## src/rtl/uart_boot_controller.sv

```systemverilog
// uart_boot_controller: owns the UART pair after reset, loads the program into
// instruction memory as packed little-endian words, then hands the link to the core.
module uart_boot_controller #(
  parameter int          ADDR_WIDTH = 14,
  parameter logic [7:0]  BOOT_ACK   = 8'h99,
  parameter logic [7:0]  DATA_ACK   = 8'haa
) (
  input  logic                  clock,
  input  logic                  resetn,
  input  logic                  rx_ready,
  input  logic [7:0]            rdata,
  input  logic                  tx_busy,
  output logic                  tx_start,
  output logic [7:0]            sdata,
  output logic                  imem_we,
  output logic [ADDR_WIDTH-1:0] imem_addr,
  output logic [31:0]           imem_wdata,
  input  logic                  cpu_tx_req,
  input  logic [7:0]            cpu_tx_data,
  output logic                  cpu_tx_grant,
  output logic                  cpu_rx_valid,
  output logic [7:0]            cpu_rx_data,
  output logic                  cpu_run,
  output logic                  size_err
);
  typedef enum logic [2:0] {
    SEND_BOOT, WAIT_BOOT, RECV_SIZE, RECV_PROG, SEND_DATA, WAIT_DATA, RUN, ERROR
  } state_t;
  state_t r_state, w_next;
  logic                  r_tx_start, r_grant, r_we, r_rx_valid, r_size_err;
  logic [7:0]            r_sdata, r_rx_data;
  logic [ADDR_WIDTH-1:0] r_addr;
  logic [31:0]           r_wdata, r_cnt, r_size, r_word;
  logic                  w_free, w_too_big, w_last, w_size_rx, w_prog_rx;
  logic                  w_send, w_grant, w_write, w_fwd;
  logic [7:0]            w_tx_byte;
  logic [1:0]            w_lane;
  logic [31:0]           w_size_full, w_word;
  // tx_busy lags tx_start by a cycle, so the cycle right after a send is never free
  assign w_free      = ~tx_busy & ~r_tx_start;
  assign w_lane      = r_cnt[1:0];
  assign w_size_full = {rdata, r_size[23:0]};
  assign w_too_big   = {1'b0, w_size_full} > (33'd4 << ADDR_WIDTH);
  assign w_last      = r_cnt == r_size - 32'd1;
  assign w_size_rx   = (r_state == RECV_SIZE) & rx_ready;
  assign w_prog_rx   = (r_state == RECV_PROG) & rx_ready;
  always_comb begin
    w_word = (w_lane == 2'd0) ? '0 : r_word;
    w_word[{w_lane, 3'b000} +: 8] = rdata;
  end
  always_ff @(posedge clock or negedge resetn)
    if (!resetn) r_state <= SEND_BOOT;
    else         r_state <= w_next;
  always_comb begin
    w_next = r_state;
    case (r_state)
      SEND_BOOT: w_next = w_free ? WAIT_BOOT : SEND_BOOT;
      WAIT_BOOT: w_next = w_free ? RECV_SIZE : WAIT_BOOT;
      RECV_SIZE: if (w_size_rx && w_lane == 2'd3)
                   w_next = (w_size_full == '0) ? SEND_DATA : w_too_big ? ERROR : RECV_PROG;
      RECV_PROG: w_next = (w_prog_rx && w_last) ? SEND_DATA : RECV_PROG;
      SEND_DATA: w_next = w_free ? WAIT_DATA : SEND_DATA;
      WAIT_DATA: w_next = w_free ? RUN : WAIT_DATA;
      RUN:       w_next = RUN;
      default:   w_next = ERROR;
    endcase
  end
  always_comb begin
    w_grant   = w_free & (r_state == RUN) & cpu_tx_req;
    w_send    = w_grant | (w_free & (r_state == SEND_BOOT || r_state == SEND_DATA));
    w_tx_byte = (r_state == SEND_BOOT) ? BOOT_ACK : (r_state == SEND_DATA) ? DATA_ACK : cpu_tx_data;
    w_write   = w_prog_rx & (w_lane == 2'd3 || w_last);
    w_fwd     = (r_state == RUN) & rx_ready;
  end
  always_ff @(posedge clock or negedge resetn) begin
    if (!resetn) begin
      r_tx_start <= 1'b0;
      r_grant    <= 1'b0;
      r_we       <= 1'b0;
      r_rx_valid <= 1'b0;
      r_size_err <= 1'b0;
      r_sdata    <= '0;
      r_rx_data  <= '0;
      r_addr     <= '0;
      r_wdata    <= '0;
      r_cnt      <= '0;
      r_size     <= '0;
      r_word     <= '0;
    end else begin
      r_tx_start <= w_send;
      r_grant    <= w_grant;
      r_we       <= w_write;
      r_rx_valid <= w_fwd;
      r_size_err <= w_next == ERROR;
      if (w_send) r_sdata <= w_tx_byte;
      if (w_fwd) r_rx_data <= rdata;
      if (w_write) r_wdata <= w_word;
      if (w_prog_rx) r_word <= w_word;
      if (w_size_rx) r_size[{w_lane, 3'b000} +: 8] <= rdata;
      r_addr <= w_size_rx ? '0 : r_we ? r_addr + ADDR_WIDTH'(1) : r_addr;
      r_cnt  <= w_size_rx ? ((w_lane == 2'd3) ? '0 : r_cnt + 32'd1) : w_prog_rx ? r_cnt + 32'd1 : r_cnt;
    end
  end
  assign tx_start     = r_tx_start;
  assign sdata        = r_sdata;
  assign imem_we      = r_we;
  assign imem_addr    = r_addr;
  assign imem_wdata   = r_wdata;
  assign cpu_tx_grant = r_grant;
  assign cpu_rx_valid = r_rx_valid;
  assign cpu_rx_data  = r_rx_data;
  assign cpu_run      = r_state == RUN;
  assign size_err     = r_size_err;
endmodule
```

## config.mk

```make
export PLATFORM = sky130hd
export DESIGN_NAME = uart_boot_controller
export DESIGN_NICKNAME = d
export VERILOG_FILES = /design/src/rtl/uart_boot_controller.sv
export SDC_FILE = /design/constraint.sdc
export NUM_CORES = 1
export LEC_CHECK = 0
export ABC_AREA = 0
export CORE_UTILIZATION = 40
export CTS_BUF_LIST = sky130_fd_sc_hd__clkbuf_4 sky130_fd_sc_hd__clkbuf_8
export DETAILED_ROUTE_END_ITERATION = 10
export PLACE_DENSITY = 0.57
export SYNTH_ARGS = -nofsm -noshare
export SYNTH_HDL_FRONTEND = slang
export SYNTH_SLANG_ARGS = --single-unit
```

## constraint.sdc

```tcl
create_clock -name clock -period 3.43 [get_ports clock]
set_clock_uncertainty 0.05 [all_clocks]
set_input_delay 0.8575 -clock clock [delete_from_list [all_inputs] [get_ports clock]]
set_output_delay 0.8575 -clock clock [all_outputs]
set_load 0.1 [all_outputs]
```

# Word level (Yosys, flattened, before mapping)
# Index checks and enable logic that the tools add are counted.
dict set report totals {
  reg_bits 166
  inputBits 21
  out_inout_bits 68
  word_cells 68
}
dict set report classes {
  n_addsub 4
  n_reduce_logical 9
  shifts 2
  muxes 19
  n_lt_le_gt_ge 1
  eq_ne 9
  n_bitwise 11
}
# operator count
set ops {}
lappend ops {{$mux 32} 4}
lappend ops {{$bwmux 32} 2}
lappend ops {{$add 32x1->32 const B} 1}
lappend ops {{$eq 32x32->1} 1}
lappend ops {{$gt 32x17->1 const B} 1}
lappend ops {{$logic_not 32->1} 1}
lappend ops {{$shift 8x7->32 const A} 1}
lappend ops {{$shiftx 8x7->32} 1}
lappend ops {{$sub 32x1->32 const B} 1}
lappend ops {{$mux 14} 2}
lappend ops {{$pmux 3 s7} 1}
lappend ops {{$mux 8} 2}
lappend ops {{$add 14x1->14 const B} 1}
lappend ops {{$eq 3x3->1 const B} 4}
lappend ops {{$mux 3} 4}
lappend ops {{$and 1x1->1} 8}
lappend ops {{$neg 5->7} 1}
lappend ops {{$eq 3x2->1 const B} 2}
lappend ops {{$mux 2} 2}
lappend ops {{$reduce_bool 2->1} 2}
lappend ops {{$eq 3x1->1 const B} 1}
lappend ops {{$logic_not 3->1} 1}
lappend ops {{$eq 2x2->1 const B} 1}
lappend ops {{$logic_and 1x1->1} 2}
lappend ops {{other kinds (5)} 8}

# Logic depth before layout (Yosys ltp)
dict set report logic_depth {
  ltp_word 6
  mapped_depth 13
  ltp_nobuf 10
}

# Worst setup path before layout
# OpenSTA, ideal clock, no wires.
dict set report synth_timing {
  kind {register -> register}
  from {register r_state[1]}
  to {register r_rx_data[0], in the netlist cpu_rx_data[0]}
  required_ns 3.254
  setup_time_ns 0.126
  stages_incl_launch_ff 6
  n_path_buf 1
  arrival_ns 3.942
  slack_ns -0.688
  synth_period_minus_slack_ns 4.118
  path_cell_list {dfrtp_1 clkbuf_1 inv_1 nor3_1 nand2_1 mux2_2}
}
dict set report synth_via {
  elab_chain_len 2
}
# element line_no
set synth_rtl {}
lappend synth_rtl {{start, declared} 29} ;# state_t r_state, w_next;
lappend synth_rtl {{start signal, assigned} 53} ;# else r_state <= w_next;
lappend synth_rtl {{$eq 3x3->1} --}
lappend synth_rtl {{named net cpu_run} 23} ;# output logic cpu_run,
lappend synth_rtl {{$and 1x1->1} 73} ;# w_fwd = (r_state == RUN) & rx_ready;
lappend synth_rtl {{end signal, assigned} 96} ;# if (w_fwd) r_rx_data <= rdata;
lappend synth_rtl {{end, declared} 31} ;# logic [7:0] r_sdata, r_rx_data;
# The timed path passes the listed nets, and every way through them passes these cells.
# A chain may end at the register's enable or synchronous reset.

# Worst setup path after layout
dict set report layout_timing {
  from {register r_size[2]}
  to {register r_wdata[11], in the netlist imem_wdata[11]}
}
dict set report layout_via {
  elab_chain_len 4
}
# element line_no
set layout_rtl {}
lappend layout_rtl {{start, declared} 33} ;# logic [31:0] r_wdata, r_cnt, r_size, r_word;
lappend layout_rtl {{start signal, assigned by index} 99} ;# if (w_size_rx) r_size[{w_lane, 3'b000} +: 8] <= rdata;
lappend layout_rtl {{$sub 32x1->32} 44} ;# assign w_last = r_cnt == r_size - 32'd1;
lappend layout_rtl {{$eq 32x32->1} 44}
lappend layout_rtl {{$logic_or 1x1->1} 72} ;# w_write = w_prog_rx & (w_lane == 2'd3 || w_last);
lappend layout_rtl {{$and 1x1->1} 72}
lappend layout_rtl {{end signal, assigned} 97} ;# if (w_write) r_wdata <= w_word;
lappend layout_rtl {{end, declared} 33}
# No other way between the ends.

==> results_dict.tcl <==
set metrics [dict create \
    status "completed" \
    grt_pass1_wl_um 35700 \
    pwr-share-clk_pct 14.9 \
    grt_overflow_total 0 \
    cts-htree-levels 4 \
    start_util_pct 40.9 \
    cts_made_buffers 17 \
    cts_tree "done" \
    postSynthCellCount 832 \
    dieHeight_um 149 \
    nFillCells 2003 \
    worstMarginPinSlew_ps 688 \
    min_period_over_period_pct 95.1 \
    synth.area.top_cells "dfrtp_1, a22o_1, mux2_4, xor2_1, nand2_1" \
    drv_cap 0 \
    hpwl_um 15700 \
    clock_sinks 166 \
    antennaDiodeCount 0 \
    synth_edf_count 0 \
    power.net_switching_mw 4.93 \
    critical_path_required_ps 3730 \
    portBuffers 88 \
    rows 53 \
    regArea_um2 4150 \
    max_freq_mhz 307 \
    multi_input_area_um2 4140 \
    dieArea_um2 22200 \
    grt_max_degree 64 \
    cp_slowest_cell "dfrtp_1" \
    drt_iter0_drc 312 \
    cts.hold.buffers_added 0 \
    wire_per_inst_um 17.8 \
    die_w_um 149 \
    cp.arrival_ps 3560 \
    cp_num_buf_inv 2 \
    cts.repair.resized 0 \
    wl_um 22100 \
    critPathMaxFanout 18 \
    num_vias 6604 \
    async_reset_ff_share_pct 100 \
    ant_nets 0 \
    drv_slew 0 \
    cts-root-buf "clkbuf_8" \
    via_per_inst 5.33 \
    synth_area_um2 8620 \
    powerDensity_nw_per_um2 968 \
    finalHoldViolCount 0 \
    vdd.ir_drop.worst_mv 0.699 \
    yosysWarnings 0 \
    final_nets 980 \
    internal_power_mw 5.03 \
    synth-seq-cells 166 \
    place.gp.congestion 0.878 \
    slew_headroom_pct 54.1 \
    core_area_um2 21100 \
    setup_violations 0 \
    avgSynthCellArea_um2 10.4 \
    fin_crit_ps 3260 \
    rsz0062_at_grt "false" \
    hold_class "primary input to asynchronous set/reset pin" \
    cpPeakStageDelay_ps 480 \
    layout-drive-gt1-share_pct 23.1 \
    antenna_found_initial 0 \
    seqPwrFrac_pct 29.0 \
    synth_top_area_share_pct 48.2 \
    synth_area_leader_cell "dfrtp_1" \
    seq_area_frac_synth_pct 48.2 \
    final.setup.worst_slack_ps 168 \
    comb_power_share_pct 56.0 \
    final_area_um2 10300 \
    clock_latency_ps 460 \
    drc_errors 0 \
    grt_pass1_vias 6381 \
    ys_dominant_reg_cell "dfrtp_1" \
    areaGrowthSynthToFinish_pct 19.3 \
    utilization_pct 48.8 \
    p_leak_nw 4.85 \
    grt_usage_pct 20.9 \
    critical-path-top-delay-family "simple AND/OR/NAND/NOR gates" \
    synthTopCellsByCount "dfrtp_1, nand2_1, nor2_1" \
    postCtsSetupRepairBufs 0 \
    cp_cell_sequence "nor4_4, nand4b_1, buf_4, or2_1, o31ai_1, nand3_1, nor4_2, a32o_2, buf_12, mux2_2" \
    syn_nets 860 \
    clk_path_buf_depth 2 \
    io_pins 89 \
    place_area_um2 9880 \
    firstDrtPassIters 5 \
    switching_share_pct 49.5 \
    yosysMostFrequentCell "dfrtp_1" \
    worst_setup_path_start_kind "flop" \
    crit_type "flop to flop" \
    endpoint_kind "flop" \
    post-place-ws_ps -112 \
    synth.distinct_cells 72 \
    clkTransAtPathRegs_ps 90 \
]
-- registers in the layout, indices dropped and copies added, names as in the netlist --
name          flops
imem_addr        14
imem_we           1
imem_wdata       32
tx_start          1
size_err          1
r_size           32
cpu_rx_data       8
sdata             8
cpu_tx_grant      1
r_word           32
r_state           3
r_cnt            32
cpu_rx_valid      1
-- stage by stage --
stage / TNS [ps] / hold slack [ps] / std cells / total power, mW
2_1_floorplan: 0 / 410 / 832 / 7.06
3_3_place_gp: -1300 / 423 / 1208 / 8.47
3_5_place_dp: -2350 / 429 / 1208 / 8.49
4_1_cts: 0 / 327 / 1240 / 10.0
5_1_grt: 0 / 317 / 1240 / 10.6
6_report: 0 / 308 / 1240 / 9.96
-- cell type report --
| class | count | area share (%) |
|---|---|---|
| Timing Repair Buffer | 143 | 11.3 |
| Sequential cell | 166 | 40.4 |
| Tap cell | 275 | 3.34 |
| Clock buffer | 19 | 2.48 |
| Inverter | 20 | 0.729 |
| Multi-Input combinational cell | 604 | 40.3 |
| Clock inverter | 13 | 1.53 |
-- layer usage --
metal	routed length [um]	GRT usage [%]
met5	0	0
met4	281	5.61
met3	1200	4.56
met2	9870	32.0
met1	10700	29.8
-- placed cells by master, fill, tap and decap left out, types with 6 or more instances in the layout --
cell	count
o31ai_1	6
clkbuf_8	18
nand3_1	42
or3_1	9
nand2_1	100
buf_4	120
mux2_2	11
xnor2_1	36
nor3_1	15
nand4_1	13
nor2_1	66
o21ai_0	47
ha_1	7
inv_6	6
clkdlybuf4s50_1	19
a21oi_1	14
nor4_1	15
and3_1	12
inv_1	19
xor2_1	44
mux2_4	29
a22o_1	62
dfrtp_1	166
-- path summary, 6_finish.rpt --
path,from,to,slack (ps),depth (start not counted)
min in group clock,r_size[31]$_DFFE_PN0P_,r_size[31]$_DFFE_PN0P_,450,2
setup / recovery,r_size[2]$_DFFE_PN0P_,imem_wdata[11]$_DFFE_PN0P_,170,10
max in group asynchronous,resetn,imem_wdata[31]$_DFFE_PN0P_,2280,2
setup reg to reg,r_size[2]$_DFFE_PN0P_,imem_wdata[11]$_DFFE_PN0P_,170,10
hold reg to reg,r_size[31]$_DFFE_PN0P_,r_size[31]$_DFFE_PN0P_,450,2
hold / removal,resetn,imem_addr[9]$_DFFE_PN0P_,310,1
-- power groups by stage --
stage	sequential [mW]	combinational [mW]	clock, mW
2_1_floorplan	4.44	2.62	0
5_1_grt	2.95	5.98	1.62
6_report	2.89	5.58	1.49
4_1_cts	2.88	5.59	1.54
3_3_place_gp	2.92	5.55	0
3_5_place_dp	2.91	5.58	0
-- cells by family (layout without fill, tap and decap cells) --
kind of cell	Yosys count	in the layout	share of synthesized area [%]
buf+inv	62	195	3.93
fa+ha+maj	7	7	1.02
simple gates	318	318	19.0
mux	43	43	6.85
xor+xnor	80	80	8.12
flops	166	166	48.2
compound gates	156	156	12.9
Power figures use the tool's default switching activity.
